===== src/rtl/grf_scoreboard_if.sv =====
// Decode/writeback-facing bundle of the GRF scoreboard.
// The master side (decode/writeback) drives requests; the slave side (the scoreboard) drives the status.
interface grf_scoreboard_if #(
    parameter int TW = 3
);
    logic          issue_valid;
    logic [4:0]    issue_waddr;
    logic [TW-1:0] issue_tnew;
    logic [31:0]   issue_pc;
    logic [4:0]    rs_addr;
    logic [TW-1:0] rs_tuse;
    logic [4:0]    rt_addr;
    logic [TW-1:0] rt_tuse;
    logic          wb_en;
    logic [4:0]    wb_addr;
    logic          flush;
    logic          stall;
    logic          rs_pending;
    logic          rt_pending;
    logic [5:0]    busy_count;

    modport master (
        output issue_valid, issue_waddr, issue_tnew, issue_pc,
        output rs_addr, rs_tuse, rt_addr, rt_tuse,
        output wb_en, wb_addr, flush,
        input  stall, rs_pending, rt_pending, busy_count
    );

    modport slave (
        input  issue_valid, issue_waddr, issue_tnew, issue_pc,
        input  rs_addr, rs_tuse, rt_addr, rt_tuse,
        input  wb_en, wb_addr, flush,
        output stall, rs_pending, rt_pending, busy_count
    );
endinterface


===== src/rtl/grf_scoreboard.sv =====
// In-flight GRF write tracker: per-register pending bit plus Tnew countdown, producing decode stall.
// Optional trace printing is enabled by defining SCOREBOARD_TRACE_EN.
module grf_scoreboard #(
    parameter int TW   = 3,
    parameter int NREG = 32
) (
    input  logic              clk,
    input  logic              reset,
    grf_scoreboard_if.slave   sb
);
    logic [NREG-1:0] pending_q, pending_d;
    logic [TW-1:0]   cnt_q [NREG];
    logic [TW-1:0]   cnt_d [NREG];
    logic [5:0]      busy_q, busy_d;
    logic            rs_pend, rt_pend, stall_c, issue_acc;

    // Status is derived from registered state only; same-cycle issue/retire is not bypassed.
    always_comb begin
        rs_pend   = (sb.rs_addr != 5'd0) && pending_q[sb.rs_addr];
        rt_pend   = (sb.rt_addr != 5'd0) && pending_q[sb.rt_addr];
        stall_c   = (rs_pend && (cnt_q[sb.rs_addr] > sb.rs_tuse)) ||
                    (rt_pend && (cnt_q[sb.rt_addr] > sb.rt_tuse));
        issue_acc = sb.issue_valid && !stall_c && !sb.flush && (sb.issue_waddr != 5'd0);
    end

    assign sb.stall      = stall_c;
    assign sb.rs_pending = rs_pend;
    assign sb.rt_pending = rt_pend;
    assign sb.busy_count = busy_q;

    // Priority per entry, lowest to highest: countdown, retire, issue, flush.
    always_comb begin
        pending_d = '0;
        busy_d    = '0;
        for (int r = 0; r < NREG; r++) begin
            cnt_d[r] = '0;
        end
        for (int r = 1; r < NREG; r++) begin
            pending_d[r] = pending_q[r];
            cnt_d[r]     = (pending_q[r] && (cnt_q[r] != '0)) ? cnt_q[r] - TW'(1) : cnt_q[r];
            if (sb.wb_en && (sb.wb_addr == 5'(r))) begin
                pending_d[r] = 1'b0;
                cnt_d[r]     = '0;
            end
            if (issue_acc && (sb.issue_waddr == 5'(r))) begin
                pending_d[r] = 1'b1;
                cnt_d[r]     = sb.issue_tnew;
            end
            if (sb.flush) begin
                pending_d[r] = 1'b0;
                cnt_d[r]     = '0;
            end
            busy_d = busy_d + 6'(pending_d[r]);
        end
    end

    always_ff @(posedge clk) begin
        if (reset) begin
            pending_q <= '0;
            busy_q    <= '0;
            for (int r = 0; r < NREG; r++) begin
                cnt_q[r] <= '0;
            end
        end else begin
            pending_q <= pending_d;
            busy_q    <= busy_d;
            for (int r = 0; r < NREG; r++) begin
                cnt_q[r] <= cnt_d[r];
            end
        end
    end

`ifdef SCOREBOARD_TRACE_EN
    logic retire_clr;

    // A retire only counts as clearing when neither flush nor a same-register issue overrides it.
    always_comb begin
        retire_clr = sb.wb_en && (sb.wb_addr != 5'd0) && pending_q[sb.wb_addr] && !sb.flush &&
                     !(issue_acc && (sb.issue_waddr == sb.wb_addr));
    end

    always_ff @(posedge clk) begin
        if (!reset) begin
            if (issue_acc) begin
                $display("%0t @%h: %0d pending tnew=%0d", $time, sb.issue_pc, sb.issue_waddr, sb.issue_tnew);
            end
            if (retire_clr) begin
                $display("%0t: %0d retired", $time, sb.wb_addr);
            end
        end
    end
`else
    logic unused_pc;
    assign unused_pc = ^sb.issue_pc;
`endif

endmodule


===== src/flat_wrapper.sv =====
// flat-port wrapper written by rule: the top's interface ports become plain ports
module grf_scoreboard_flat 
#(
    parameter int TW   = 3,
    parameter int NREG = 32
)
  (clk, reset, sb_issue_valid, sb_issue_waddr, sb_issue_tnew, sb_issue_pc, sb_rs_addr, sb_rs_tuse, sb_rt_addr, sb_rt_tuse, sb_wb_en, sb_wb_addr, sb_flush, sb_stall, sb_rs_pending, sb_rt_pending, sb_busy_count);
  grf_scoreboard_if #(.TW(TW)) sb_i ();
  input  logic clk;
  input  logic reset;
  input wire logic [$bits(sb_i.issue_valid)-1:0] sb_issue_valid;
  input wire logic [$bits(sb_i.issue_waddr)-1:0] sb_issue_waddr;
  input wire logic [$bits(sb_i.issue_tnew)-1:0] sb_issue_tnew;
  input wire logic [$bits(sb_i.issue_pc)-1:0] sb_issue_pc;
  input wire logic [$bits(sb_i.rs_addr)-1:0] sb_rs_addr;
  input wire logic [$bits(sb_i.rs_tuse)-1:0] sb_rs_tuse;
  input wire logic [$bits(sb_i.rt_addr)-1:0] sb_rt_addr;
  input wire logic [$bits(sb_i.rt_tuse)-1:0] sb_rt_tuse;
  input wire logic [$bits(sb_i.wb_en)-1:0] sb_wb_en;
  input wire logic [$bits(sb_i.wb_addr)-1:0] sb_wb_addr;
  input wire logic [$bits(sb_i.flush)-1:0] sb_flush;
  output wire logic [$bits(sb_i.stall)-1:0] sb_stall;
  output wire logic [$bits(sb_i.rs_pending)-1:0] sb_rs_pending;
  output wire logic [$bits(sb_i.rt_pending)-1:0] sb_rt_pending;
  output wire logic [$bits(sb_i.busy_count)-1:0] sb_busy_count;
  assign sb_i.issue_valid = sb_issue_valid;
  assign sb_i.issue_waddr = sb_issue_waddr;
  assign sb_i.issue_tnew = sb_issue_tnew;
  assign sb_i.issue_pc = sb_issue_pc;
  assign sb_i.rs_addr = sb_rs_addr;
  assign sb_i.rs_tuse = sb_rs_tuse;
  assign sb_i.rt_addr = sb_rt_addr;
  assign sb_i.rt_tuse = sb_rt_tuse;
  assign sb_i.wb_en = sb_wb_en;
  assign sb_i.wb_addr = sb_wb_addr;
  assign sb_i.flush = sb_flush;
  assign sb_stall = sb_i.stall;
  assign sb_rs_pending = sb_i.rs_pending;
  assign sb_rt_pending = sb_i.rt_pending;
  assign sb_busy_count = sb_i.busy_count;
  grf_scoreboard #(.TW(TW), .NREG(NREG)) u_core (.clk(clk), .reset(reset), .sb(sb_i));
endmodule

===== config.mk =====
export PLATFORM = sky130hd
export DESIGN_NAME = grf_scoreboard_flat
export DESIGN_NICKNAME = d
export VERILOG_FILES = /design/src/rtl/grf_scoreboard_if.sv /design/src/rtl/grf_scoreboard.sv /design/src/flat_wrapper.sv
export SDC_FILE = /design/constraint.sdc
export NUM_CORES = 1
export LEC_CHECK = 0
export ABC_AREA = 1
export ABC_CLOCK_PERIOD_IN_PS = 11000
export CORE_MARGIN = 8
export CORE_UTILIZATION = 25
export CTS_BUF_LIST = sky130_fd_sc_hd__clkbuf_16
export CTS_CLUSTER_DIAMETER = 120
export DETAILED_ROUTE_END_ITERATION = 10
export PLACE_DENSITY = 0.45
export REMOVE_ABC_BUFFERS = 1
export SLEW_MARGIN = 20
export SYNTH_ARGS = -nofsm -noshare
export SYNTH_HDL_FRONTEND = slang
export SYNTH_SLANG_ARGS = --single-unit
export TNS_END_PERCENT = 20

===== constraint.sdc =====
create_clock -name clk -period 11 [get_ports clk]
set_input_delay 2.2 -clock clk [delete_from_list [all_inputs] [get_ports clk]]
set_output_delay 2.2 -clock clk [all_outputs]
set_load 0.01 [all_outputs]

==> results of run 1 <==
[cell families after synthesis]
group | count (synthesis) | synth area share, %
AND/OR/NAND/NOR | 1104 | 39.3
XOR/XNOR | 31 | 2.19
AO/OA/AOI/OAI | 251 | 12.0
buffers and inverters | 424 | 14.0
adder cells (fa/ha/maj) | 100 | 11.5
flip-flops | 130 | 21.0
[cells in the mapped netlist (all sizes together), types with 18 or more instances]
| library cell | n | area share, % |
|---|---|---|
| o221ai | 30 | 2.1 |
| a21oi | 108 | 4.4 |
| buf | 45 | 2.5 |
| o21ai | 73 | 3.0 |
| o211ai | 18 | 1.1 |
| dfxtp | 130 | 21 |
| ha | 77 | 7.8 |
| xnor2 | 24 | 1.7 |
| nor2 | 239 | 7.4 |
| nand3 | 198 | 8.0 |
| nand2 | 523 | 16 |
| inv | 341 | 10 |
| fa | 23 | 3.7 |
| nand4 | 124 | 7.0 |
| clkbuf | 36 | 1.1 |
[final cells by class]
| cell class | count | share of cell area (%) |
|---|---|---|
| Tap cell | 664 | 5.84 |
| Clock buffer | 17 | 2.99 |
| Sequential cell | 130 | 18.3 |
| Timing Repair Buffer | 102 | 6.07 |
| Clock inverter | 15 | 1.06 |
| Inverter | 343 | 9.09 |
| Multi-Input combinational cell | 1486 | 56.6 |
[per-stage QoR]
stage	setup slack [ns]	cell area [um^2]	power (mW)	hold WS [ns]
after floorplan	1.86	11900	0.590	0.467
after global placement	0.496	13600	0.703	0.475
after detailed placement	0.552	13600	0.704	0.484
after CTS	1.02	14200	1.32	0.494
after global routing	0.541	14200	1.35	0.518
final	0.871	14200	1.30	0.494
[state kept, by name, summed over array words and instances (netlist names)]
name	count
u_core.pending_q	31
u_core.sb.busy_count	6
u_core.cnt_q	93
[worst min-delay path: cells and delay by family, from the launching register on]
kind	cells	cell delay (ns)
AO/OA/AOI/OAI	1	0.06
flip-flops	1	0.31
AND/OR/NAND/NOR	1	0.08
[path summary, 6_finish.rpt]
path | from | endpoint | slack (ns) | cells past startpoint
setup reg to reg | u_core.cnt_q[3][2] | u_core.sb.busy_count[4] | 3.21 | 34
hold / removal | u_core.pending_q[18] | u_core.pending_q[18] | 0.49 | 2
hold reg to reg | u_core.pending_q[18] | u_core.pending_q[18] | 0.49 | 2
setup / recovery | sb_rs_addr[1] | u_core.sb.busy_count[4] | 0.87 | 36
[metal layers]
layer / routed length (um) / global-route usage, % / up-vias / share of wire, %
li1: - / - / 6698 / -
met1: 23500 / 24.2 / 6370 / 46
met2: 22700 / 28.1 / 523 / 44
met3: 3840 / 4.03 / 99 / 7.5
met4: 1560 / 6.59 / 0 / 3.0
met5: 0 / 0 / - / 0
[where the power goes]
part           total, mW  internal [mW]  leakage, nW  switching, mW
Sequential         0.476          0.474         1.05        0.00195
Combinational      0.222         0.0634         5.87          0.158
Clock              0.602          0.349        0.287          0.254
Total               1.30          0.886         7.21          0.414
==> flow_summary.yaml, run 1 <==
status:
  outcome: "complete, no violations"
grt:
  groute.usage.overall_pct: 18.1
  grt_pass1_wl_um: 77800
  antenna_found_initial: 0
  grt_max_degree: 80
  grt_pass1_vias: 12600
  grt-ovfl-total: 0
power:
  peakVddDrop_v: 0.000109
  p_leak_nw: 7.21
  power_density_mw_per_mm2: 91.4
worst_setup_path:
  crit_buf_inv: 9
  crit_family: "adder cells"
  required_ns: 11.42
  end_kind: "flop"
  max_stage_delay_ns: 0.62
  critPathMaxFanout: 16
  crit_type: "in2reg"
  cp_common_cell: "fa_1"
  slowest_stage: "clkdlybuf4s50_1"
  worst_ep_arrival_time_ns: 10.55
  critPathLaunchType: "primary input"
sta:
  max_freq_ghz: 0.0987
  period_share_pct: 92.1
  rsz0062_at_grt: "false"
  worst_pin_slew_ns: 1.05
  hold_viol_final: 0
  setup-tns-final_ns: 0
  fin_crit_ns: 10.13
  clock_skew_ns: 0.0144
  finalMaxSlewViolations: 0
  max_slew_margin_pct: 30.3
  setup-violations-final: 0
clock_network:
  cts_hold_buf: 0
  cts_setup_buffers: 0
  clk_pin_slew_worst_paths_ns: 0.06
  cts_inserted_buffers: 17
  cts_tree: "yes"
  cts_resized: 0
  clockBufferDepth: 2
  clock_latency_ns: 0.50
  root_buffer: "clkbuf_16"
  cts.sinks: 130
  cts-htree-levels: 4
routing:
  vias: 13700
  drt-pass1-iter-count: 6
  routedWlPerCell_um: 18.7
  wl_um: 51600
  avgViaCountPerCell: 4.97
  initialDrtViolationCount: 1396
  postRouteAntennaNets: 0
  drcViolationCount: 0
placed_design:
  place_congestion: 0.931
  hpwl_um: 38000
  dp.cells: 2725
  io_buffers: 42
final_layout:
  most-common-layout-cells: "nand2_1, inv_1, nor2_1"
  fin_cells: 2757
  fillers: 5477
  insertedDiodeCount: 0
  regArea_mm2: 0.00260
  area_growth_pct: 14.8
  fin_util_pct: 29.0
  drive_above_1_share_pct: 6.16
  final_common_cell: "nand2_1"
  multi_input_area_mm2: 0.00805
  nNetsFinal: 2246
die:
  coreArea_mm2: 0.0490
  die_w_um: 239
  rows: 81
  io_pins: 75
  initial_core_util_pct: 25.3
  die_height_um: 239
  die_area_mm2: 0.0569
synth:
  synth.distinct_cells: 38
  synth_area_per_cell_um2: 6.07
  synth_top_flop_cell: "dfxtp_1"
  netlist_instances: 2040
  yosysSeqAreaShare_pct: 21.0
  async_reset_ff_share_pct: 0
  synth-seq-cells: 130
  yosysWarnings: 0
  netlist_area_mm2: 0.0124
  synth_edf_count: 0
job:
  maxCapViolations: 0
min_path:
  hp-class: "reg2reg"
No activity file was read; power rests on OpenSTA's default activity.
==> inputs of run 2 (changes only) <==
--- a/config.mk
+++ b/config.mk
@@ -13,5 +13,5 @@
 export CTS_CLUSTER_DIAMETER = 120
 export DETAILED_ROUTE_END_ITERATION = 10
-export PLACE_DENSITY = 0.45
+export PLACE_DENSITY = 0.47
 export REMOVE_ABC_BUFFERS = 1
 export SLEW_MARGIN = 20
==> constraint.sdc (replaced) <==
create_clock -name clk -period 11 [get_ports clk]
set_input_delay 2.2 -clock clk [delete_from_list [all_inputs] [get_ports clk]]
set_output_delay 2.2 -clock clk [all_outputs]
set_load 0.1 [all_outputs]
==> flow_summary.yaml, run 2 (synthesis results as in run 1) <==
sta:
  setup-tns-final_ns: 0
  clock_skew_ns: 0.0110
  max_freq_ghz: 0.0979
  finalMaxSlewViolations: 0
  setup-violations-final: 0
  max_slew_margin_pct: 25.2
  period_share_pct: 92.9
  hold_viol_final: 0
  worst_pin_slew_ns: 1.12
  fin_crit_ns: 10.21
  rsz0062_at_grt: "false"
final_layout:
  fin_util_pct: 29.1
  insertedDiodeCount: 0
  drive_above_1_share_pct: 5.77
  final_common_cell: "nand2_1"
  area_growth_pct: 15.0
  largest_reg_flops: 93
  regMostFlops: "u_core.cnt_q"
  multi_input_area_mm2: 0.00805
  most-common-layout-cells: "nand2_1, inv_1, nor2_1"
  fillers: 5439
  regArea_mm2: 0.00260
  nNetsFinal: 2232
grt:
  grt_pass1_wl_um: 77000
  met1_usage_pct: 24.7
  grt_use_met2_pct: 27.0
  grt_pass1_vias: 12600
  grt_util_met3_pct: 3.35
  grt_max_degree: 94
  groute.usage.overall_pct: 17.8
  busiest_layer: "met2"
  antenna_found_initial: 0
  grt-ovfl-total: 0
power:
  peakVddDrop_v: 0.0000830
  power_density_mw_per_mm2: 96.8
  p_leak_nw: 7.18
worst_setup_path:
  reg2reg_from: "u_core.cnt_q[7][2]"
  crit_family: "adder cells"
  worstSetupStartpoint: "sb_rs_addr[1]"
  worstSetupEndpoint: "u_core.sb.busy_count[4]"
  required_ns: 11.39
  cp_common_cell: "fa_1"
  slowest_stage: "fa_1"
  critPathMaxFanout: 19
  reg2regPathDepth: 32
  crit_buf_inv: 8
  r2r_end: "u_core.sb.busy_count[4]"
  crit_type: "in2reg"
  r2r_slack_ns: 3.14
  worst-path-stages: 35
  critPathLaunchType: "primary input"
  max_stage_delay_ns: 0.59
  end_kind: "flop"
  worst_ep_arrival_time_ns: 10.60
clock_network:
  cts_tree: "yes"
  cts_resized: 0
  clockBufferDepth: 2
  root_buffer: "clkbuf_16"
  clk_pin_slew_worst_paths_ns: 0.07
  clock_latency_ns: 0.47
  cts_inserted_buffers: 17
  cts_hold_buf: 0
  cts_setup_buffers: 0
  cts.sinks: 130
  cts-htree-levels: 4
die:
  die_area_mm2: 0.0569
  rows: 81
  initial_core_util_pct: 25.3
  die_height_um: 239
  coreArea_mm2: 0.0490
  die_w_um: 239
  io_pins: 75
routing:
  avgViaCountPerCell: 4.97
  initialDrtViolationCount: 1412
  routedWlPerCell_um: 18.6
  postRouteAntennaNets: 0
  drt-pass1-iter-count: 6
  drcViolationCount: 0
  wl_um: 51000
  vias: 13600
placed_design:
  io_buffers: 42
  hpwl_um: 37500
  place_congestion: 0.935
job:
  maxCapViolations: 0
min_path:
  hp-class: "reg2reg"
status:
  outcome: "complete, no violations"
[run 2: changes by cell type in the layout (fill, tap and decap cells not counted), moves of 3 or more]
cell and delta:
buf_12 +4, inv_6 +3, inv_1 -3, buf_4 -17, clkinv_2 -4
[run 2: metal layers]
| layer | wire [um] | up-vias |
|---|---|---|
| li1 | - | 6678 |
| met1 | 23800 | 6348 |
| met2 | 22000 | 521 |
| met3 | 3800 | 78 |
| met4 | 1400 | 0 |
| met5 | 0 | - |
[run 2: worst min-delay path by stage]
| stage | startpoint | end | slack [ns] | cells past startpoint |
|---|---|---|---|---|
| 6_report | u_core.pending_q[18] | u_core.pending_q[18] | 0.49 | 2 |
| 5_1_grt | u_core.pending_q[22] | u_core.pending_q[22] | 0.51 | 2 |
| 4_1_cts | u_core.pending_q[18] | u_core.pending_q[18] | 0.49 | 2 |
| 3_5_place_dp | u_core.pending_q[18] | u_core.pending_q[18] | 0.48 | 2 |
| 3_3_place_gp | u_core.pending_q[18] | u_core.pending_q[18] | 0.48 | 2 |
| 2_1_floorplan | u_core.pending_q[31] | u_core.pending_q[31] | 0.47 | 2 |
[run 2: per-stage QoR]
stage          cells  power (mW)  area, um^2  setup WS (ns)  hold slack (ns)
2_1_floorplan   1959       0.600       11900           1.86            0.467
3_3_place_gp    2710       0.713       13600          0.515            0.479
3_5_place_dp    2711       0.714       13600          0.450            0.483
4_1_cts         2743        1.39       14200          0.897            0.493
5_1_grt         2743        1.43       14200          0.399            0.514
6_report        2743        1.38       14200          0.785            0.491
[run 2: where the power goes]
part | internal (mW) | switching, mW | leakage (nW)
Sequential | 0.474 | 0.00198 | 1.05
Clock | 0.404 | 0.265 | 0.303
Combinational | 0.0640 | 0.169 | 5.83
Total | 0.942 | 0.436 | 7.18
[run 2: worst register-to-register path, delay by kind of cell (launching register included)]
kind | cells | cell delay [ns]
buffers and inverters | 5 | 0.36
AO/OA/AOI/OAI | 9 | 1.78
adder cells (fa/ha/maj) | 9 | 4.08
flip-flops | 1 | 0.34
AND/OR/NAND/NOR | 9 | 1.24
[run 2: final cells by class]
class	count	area share, %
multi-input combinational	1486	56.5
timing repair buffer	88	5.69
clock inverter	15	1.62
tap	664	5.83
inverter	343	9.07
sequential	130	18.3
clock buffer	17	2.99
